--- src/rtl/led_scan_mux_if.sv ---
// Pin bundle for led_scan_mux: capture/control inputs and display drives.
// master = datapath/bench side, slave = driver side.
interface led_scan_mux_if #(
  parameter int DIGITS = 4
);
  logic                  enable;
  logic                  load;
  logic [4*DIGITS-1:0]   value;
  logic [DIGITS-1:0]     dp;
  logic                  blank_lz;
  logic                  a, b, c, d, e, f, g;
  logic                  dp_seg;
  logic [DIGITS-1:0]     digit;
  logic                  frame;

  modport master (
    output enable, load, value, dp, blank_lz,
    input  a, b, c, d, e, f, g, dp_seg, digit, frame
  );

  modport slave (
    input  enable, load, value, dp, blank_lz,
    output a, b, c, d, e, f, g, dp_seg, digit, frame
  );
endinterface

--- src/rtl/led_scan_mux.sv ---
// Multiplexed DIGITS-wide hex 7-segment driver with blank slot, LZ blanking.
// Ports: clk, reset (sync, active-high), io (led_scan_mux_if.slave).
module led_scan_mux #(
  parameter int DIGITS         = 4,
  parameter int PRESCALE       = 1000,
  parameter bit SEG_ACTIVE_LOW = 1'b0,
  parameter bit DIG_ACTIVE_LOW = 1'b0
) (
  input logic           clk,
  input logic           reset,
  led_scan_mux_if.slave io
);
  localparam int CW = $clog2(PRESCALE);
  localparam int IW = (DIGITS > 1) ? $clog2(DIGITS) : 1;

  logic [4*DIGITS-1:0] sh_val;
  logic [DIGITS-1:0]   sh_dp;
  logic [CW-1:0]       cnt;
  logic [IW-1:0]       idx;
  logic                wrap_q;

  logic                slot_end;
  logic                scan_end;
  logic [3:0]          nib;
  logic                dp_cur;
  logic                hi_nz;
  logic                suppress;
  logic [6:0]          hex;

  logic [6:0]          seg_n, seg_q;
  logic                dp_n, dp_q;
  logic [DIGITS-1:0]   dig_n, dig_q;
  logic                frame_n, frame_q;

  assign slot_end = (cnt == CW'(PRESCALE - 1));
  assign scan_end = slot_end && (idx == IW'(DIGITS - 1));

  // Scan state: wrap_q remembers that the last enabled edge
  // closed a full scan, so frame lines up with the lagged pins.
  always_ff @(posedge clk) begin
    if (reset) begin
      sh_val <= '0;
      sh_dp  <= '0;
      cnt    <= '0;
      idx    <= '0;
      wrap_q <= 1'b0;
    end else begin
      if (io.load) begin
        sh_val <= io.value;
        sh_dp  <= io.dp;
      end
      if (io.enable) begin
        wrap_q <= scan_end;
        if (slot_end) begin
          cnt <= '0;
          if (idx == IW'(DIGITS - 1))
            idx <= '0;
          else
            idx <= idx + 1'b1;
        end else begin
          cnt <= cnt + 1'b1;
        end
      end
    end
  end

  // Current nibble, its dp, and whether any nibble at or above
  // the current index is nonzero (for leading-zero blanking).
  always_comb begin
    nib    = '0;
    dp_cur = 1'b0;
    hi_nz  = 1'b0;
    dig_n  = '0;
    for (int i = 0; i < DIGITS; i++) begin
      if (IW'(i) == idx) begin
        nib      = sh_val[4*i +: 4];
        dp_cur   = sh_dp[i];
        dig_n[i] = io.enable && (cnt != '0);
      end
      if ((IW'(i) >= idx) && (sh_val[4*i +: 4] != 4'h0))
        hi_nz = 1'b1;
    end
  end

  // {a,b,c,d,e,f,g}
  always_comb begin
    hex = '0;
    unique case (nib)
      4'h0: hex = 7'h7E;
      4'h1: hex = 7'h30;
      4'h2: hex = 7'h6D;
      4'h3: hex = 7'h79;
      4'h4: hex = 7'h33;
      4'h5: hex = 7'h5B;
      4'h6: hex = 7'h5F;
      4'h7: hex = 7'h70;
      4'h8: hex = 7'h7F;
      4'h9: hex = 7'h7B;
      4'hA: hex = 7'h77;
      4'hB: hex = 7'h1F;
      4'hC: hex = 7'h4E;
      4'hD: hex = 7'h3D;
      4'hE: hex = 7'h4F;
      4'hF: hex = 7'h47;
    endcase
  end

  assign suppress = io.blank_lz && (idx != '0) && !hi_nz;
  assign seg_n    = (io.enable && !suppress) ? hex : 7'h00;
  assign dp_n     = io.enable && dp_cur;
  assign frame_n  = io.enable && wrap_q;

  always_ff @(posedge clk) begin
    if (reset) begin
      seg_q   <= '0;
      dp_q    <= 1'b0;
      dig_q   <= '0;
      frame_q <= 1'b0;
    end else begin
      seg_q   <= seg_n;
      dp_q    <= dp_n;
      dig_q   <= dig_n;
      frame_q <= frame_n;
    end
  end

  // Registers hold logical "on"; polarity is applied at the pins.
  assign io.a      = seg_q[6] ^ SEG_ACTIVE_LOW;
  assign io.b      = seg_q[5] ^ SEG_ACTIVE_LOW;
  assign io.c      = seg_q[4] ^ SEG_ACTIVE_LOW;
  assign io.d      = seg_q[3] ^ SEG_ACTIVE_LOW;
  assign io.e      = seg_q[2] ^ SEG_ACTIVE_LOW;
  assign io.f      = seg_q[1] ^ SEG_ACTIVE_LOW;
  assign io.g      = seg_q[0] ^ SEG_ACTIVE_LOW;
  assign io.dp_seg = dp_q ^ SEG_ACTIVE_LOW;
  assign io.digit  = dig_q ^ {DIGITS{DIG_ACTIVE_LOW}};
  assign io.frame  = frame_q;
endmodule

--- src/flat_wrapper.sv ---
// flat-port wrapper written by rule: the top's interface ports become plain ports
module led_scan_mux_flat 
#(
  parameter int DIGITS         = 4,
  parameter int PRESCALE       = 1000,
  parameter bit SEG_ACTIVE_LOW = 1'b0,
  parameter bit DIG_ACTIVE_LOW = 1'b0
)
  (clk, reset, io_enable, io_load, io_value, io_dp, io_blank_lz, io_a, io_b, io_c, io_d, io_e, io_f, io_g, io_dp_seg, io_digit, io_frame);
  led_scan_mux_if #(.DIGITS(DIGITS)) io_i ();
  input logic clk;
  input logic reset;
  input wire logic [$bits(io_i.enable)-1:0] io_enable;
  input wire logic [$bits(io_i.load)-1:0] io_load;
  input wire logic [$bits(io_i.value)-1:0] io_value;
  input wire logic [$bits(io_i.dp)-1:0] io_dp;
  input wire logic [$bits(io_i.blank_lz)-1:0] io_blank_lz;
  output wire logic [$bits(io_i.a)-1:0] io_a;
  output wire logic [$bits(io_i.b)-1:0] io_b;
  output wire logic [$bits(io_i.c)-1:0] io_c;
  output wire logic [$bits(io_i.d)-1:0] io_d;
  output wire logic [$bits(io_i.e)-1:0] io_e;
  output wire logic [$bits(io_i.f)-1:0] io_f;
  output wire logic [$bits(io_i.g)-1:0] io_g;
  output wire logic [$bits(io_i.dp_seg)-1:0] io_dp_seg;
  output wire logic [$bits(io_i.digit)-1:0] io_digit;
  output wire logic [$bits(io_i.frame)-1:0] io_frame;
  assign io_i.enable = io_enable;
  assign io_i.load = io_load;
  assign io_i.value = io_value;
  assign io_i.dp = io_dp;
  assign io_i.blank_lz = io_blank_lz;
  assign io_a = io_i.a;
  assign io_b = io_i.b;
  assign io_c = io_i.c;
  assign io_d = io_i.d;
  assign io_e = io_i.e;
  assign io_f = io_i.f;
  assign io_g = io_i.g;
  assign io_dp_seg = io_i.dp_seg;
  assign io_digit = io_i.digit;
  assign io_frame = io_i.frame;
  led_scan_mux #(.DIGITS(DIGITS), .PRESCALE(PRESCALE), .SEG_ACTIVE_LOW(SEG_ACTIVE_LOW), .DIG_ACTIVE_LOW(DIG_ACTIVE_LOW)) u_core (.clk(clk), .reset(reset), .io(io_i));
endmodule
--- config.mk ---
export PLATFORM = sky130hd
export DESIGN_NAME = led_scan_mux_flat
export DESIGN_NICKNAME = d
export VERILOG_FILES = /design/src/rtl/led_scan_mux_if.sv /design/src/rtl/led_scan_mux.sv /design/src/flat_wrapper.sv
export SDC_FILE = /design/constraint.sdc
export NUM_CORES = 1
export LEC_CHECK = 0
export ABC_CLOCK_PERIOD_IN_PS = 2800
export BUFFER_PORTS_ARGS = -buffer_cell sky130_fd_sc_hd__buf_2
export CAP_MARGIN = 0
export CORE_ASPECT_RATIO = 1.2
export CORE_MARGIN = 4
export CORE_UTILIZATION = 52
export CTS_CLUSTER_DIAMETER = 150
export DETAILED_ROUTE_END_ITERATION = 12
export GPL_TIMING_DRIVEN = 0
export PLACE_DENSITY = 0.75
export SYNTH_ARGS = -nofsm -noshare
export SYNTH_HDL_FRONTEND = slang
export SYNTH_SLANG_ARGS = --single-unit
--- constraint.sdc ---
create_clock -name clk -period 2.8 [get_ports clk]
set_input_delay 0.28 -clock clk [delete_from_list [all_inputs] [get_ports clk]]
set_output_delay 0.28 -clock clk [all_outputs]
set_load 0.1 [all_outputs]
==> summary.md <==
| Metric | Value |
|---|---|
| Status | complete, no violations |
| Initial Util | 55.1% |
| Worst setup EP type | flip-flop |
| Die H | 79.7 um |
| DR pass1 iterations | 4 |
| Buffers and inverters on the worst path | 3 |
| Gate Count Post-Synth | 236 |
| PwrDens | approximately 510 nW/um^2 |
| Adder-cell share of the synthesized area | just under 8% |
| Synth Area in XOR/XNOR | roughly 4% |
| Synth top area share | 41.4% |
| Layout cells sized above 1 | 21.9% |
| Slew of the pin with the lowest slew margin | 0.779 ns |
| Total gr overflow | 0 |
| Clock sinks | 46 |
| F_max | 404 MHz |
| Final #Nets | 316 |
| CTS Buffer Depth | 2 |
| Row count | 25 |
| Mux cell area share after synthesis | 12.3% |
| Final core utilization | 63.5% |
| Final setup viols | 0 |
| Largest net degree at the start of global routing | 16 |
| Period utilization | 88.4% |
| WP data arrival | 2.69 ns |
| Seq/Total Area, Yosys | 41.4% |
| Buffers on Ports | 34 |
| Ys async rst share | 0% |
| Layout area overhead | 15.2% |
| Die Width | 67.7 um |
| #FFs+latches synth | 46 |
| Vias in the first global route | 1697 |
| Cell chain of the critical path | inv_1 > ha_1 > buf_2 > a21oi_1 > o21ai_0 > a22oi_2 > inv_1 > ha_1 > mux2_1 > a221oi_1 |
| Crit Path Class | reg -> reg |
| Final setup skew | 0.0106 ns |
| Hpwl dp | 3280 um |
| Synth Area in Compound Gates | 10.2% |
| Post-detailed-route count of antenna-violating nets | 0 |
| Critical path's largest stage delay | 0.43 ns |
| CP Launch Type | flip-flop |
| Synth Area per Inst | between 9 and 10 sq um |
| Hold Path Class | in -> reg |
| Sum Neg Setup Slack | 0 ns |
| Rel. slew slack | 48.1% |
| Layout Cells excl Fill | 332 |
| Number of fillers in the final layout | 342 |
| Antenna violations before repair | 0 |
| CTS Buf Count | 5 |
| MaxCap Viol Count | 0 |
| Clk slew on worst S/H paths | 0.09 ns |
| Data required, critical path | around 3 ns |
| DR iter-0 viols | 51 |
| Hold WS | 0.203 ns |
| Max Fanout on Critical Path | 10 |
| Vias per cell | 5.17 |
| Floorplan core area | 4040 sq um |
| Top cells by count, synth | 46 x dfxtp_1, 42 x nor2_1, 25 x mux2i_1 |
| Final Cell Area | 2560 sq um |
| CTS hold repair buffers | 0 |
| Syn_nets | 275 |
| First-pass GRT wire length | roughly 7600 um |
| Most common cell in the netlist | dfxtp_1 |
| Ports | 38 |
| GRT Overall Usage | 18.3% |
| DR vias | 1716 |
| Simple-gate area share of the yosys netlist | about a fifth |
| Fin. Hold Viols | 0 |
| RSZ-0062 raised after global routing | no |
| EDFF count, synth | 0 |
| Antenna cell count | 0 |
| Detailed Route WL | ~4400 um |
| CTS H-tree lvls | 2 |
| Synth cell types | 45 |
| Worst ir drop on vdd | 0.238 mV |
| Area leader, netlist | dfxtp_1 |
| Synth Flop Type | dfxtp_1 |
| Ys Warns | 0 |
| Cell leakage power | 1.13 nW |
| Cell family with most CP delay | compound AO/OA/AOI/OAI gates |
| Top area cells in the synthesized netlist | dfxtp_1 41%, mux2i_1 11%, ha_1 7.9% |
| DR WL/cell | 13.4 um |
| Final Wtd Congestion | 0.837 |
| Placed cells | ~320 |
| DP Area | 2460 sq um |
| Die ar. | 5390 sq um |
| DRC Markers | 0 |
| Max Slew Vio Count | 0 |
| Clock latency on the worst-skew pair | 0.31 ns |
| CTS tree | done |
| Post-Syn Area | 2220 sq um |
| Tmin final | 2.48 ns |
| Largest family of logic cells by synthesized area | simple AND/OR/NAND/NOR gates |
| Clk root buf | clkbuf_8 |
| Slowest-stage cell, CP | dfxtp_1 |
-- path summary, 6_finish.rpt --
path	to	startpoint	slack [ns]	cells after the start
worst max register to register	u_core.seg_q[0]	u_core.idx[1]	0.32	10
worst max-delay path	u_core.seg_q[0]	u_core.idx[1]	0.32	10
worst min register to register	u_core.io.frame	u_core.wrap_q	0.46	1
worst min-delay path	u_core.sh_val[13]	io_value[13]	0.20	3
-- tightest hold or removal path, delay by kind of cell --
family,cells,cell delay (ns)
buf+inv,1,0.07
simple gates,1,0.07
mux,1,0.05
-- repair_timing --
action | CTS | global route
hold endpoints to repair | 0 | 0
resized for setup | 0 | 2
buffers inserted | 0 | 0
setup endpoints to repair | 0 | 3
-- stage by stage --
step	power (W)	setup WS, ns
CTS	0.00132	0.0675
global placement	0.000910	0.152
floorplan	0.000868	0.489
finish	0.00130	0.324
detailed placement	0.000915	0.0904
global route	0.00137	0.0317
-- layout by cell type (no fill, tap or decap), drive strengths merged, types with 2 or more instances in the layout --
| cell | instances |
|---|---|
| a21oi | 8 |
| mux2i | 25 |
| a311oi | 3 |
| a31oi | 2 |
| nor4 | 3 |
| xor2 | 5 |
| buf | 40 |
| nor2 | 43 |
| xnor2 | 5 |
| mux2 | 2 |
| nor3b | 2 |
| ha | 14 |
| dfxtp | 46 |
| nor2b | 4 |
| nand3b | 4 |
| clkinv | 2 |
| clkbuf | 10 |
| nor3 | 3 |
| a211oi | 3 |
| o21ai | 3 |
| nand3 | 5 |
| nand2b | 2 |
| nand2 | 12 |
| nand4 | 3 |
| inv | 11 |
| and2 | 6 |
-- layer usage --
metal / vias to the layer above / routed length [um] / global-route usage (%)
met1: 796 / 2000 / 21.7
li1: 885 / - / -
met3: 7 / 188 / 4.23
met4: 0 / 73 / 7.91
met5: - / 0 / 0
met2: 28 / 2180 / 31.0
-- sequential cells by signal, indices dropped and copies added, names as in the netlist --
name and count:
u_core.seg_q 7, u_core.wrap_q 1, u_core.sh_val 16, u_core.idx 2, u_core.io.frame 1, u_core.io.dp_seg 1
u_core.cnt 10, u_core.io.digit 4, u_core.sh_dp 4
-- kinds of logic after synthesis --
logic type / count (synthesis)
adders and majority gates: 14
AOI/OAI and AO/OA: 27
muxes: 27
and+or+nand+nor: 90
xor gates and xnor gates: 10
DFF: 46
buffers and inverters: 22
-- where the power goes --
| group | switching (W) | leakage (nW) | internal, W | total [W] |
|---|---|---|---|---|
| Combinational | 0.000128 | 0.709 | 0.0000713 | 0.000199 |
| Clock | 0.000229 | 0.0441 | 0.000175 | 0.000404 |
| Sequential | 0.0000185 | 0.377 | 0.000682 | 0.000700 |
| Total | 0.000375 | 1.13 | 0.000928 | 0.00130 |
-- cell type report --
cell class / instances / area, sq um / share of cell area (%)
clock buffer: 5 / 68.8 / 2.68
timing repair buffer: 34 / 170 / 6.64
multi-input combinational: 168 / 1220 / 47.4
inverter: 11 / 41.3 / 1.61
buffer: 11 / 57.6 / 2.24
tap: 54 / 67.6 / 2.64
sequential: 46 / 921 / 35.9
clock inverter: 3 / 21.3 / 0.830
No activity file was read; power rests on OpenSTA's default activity.
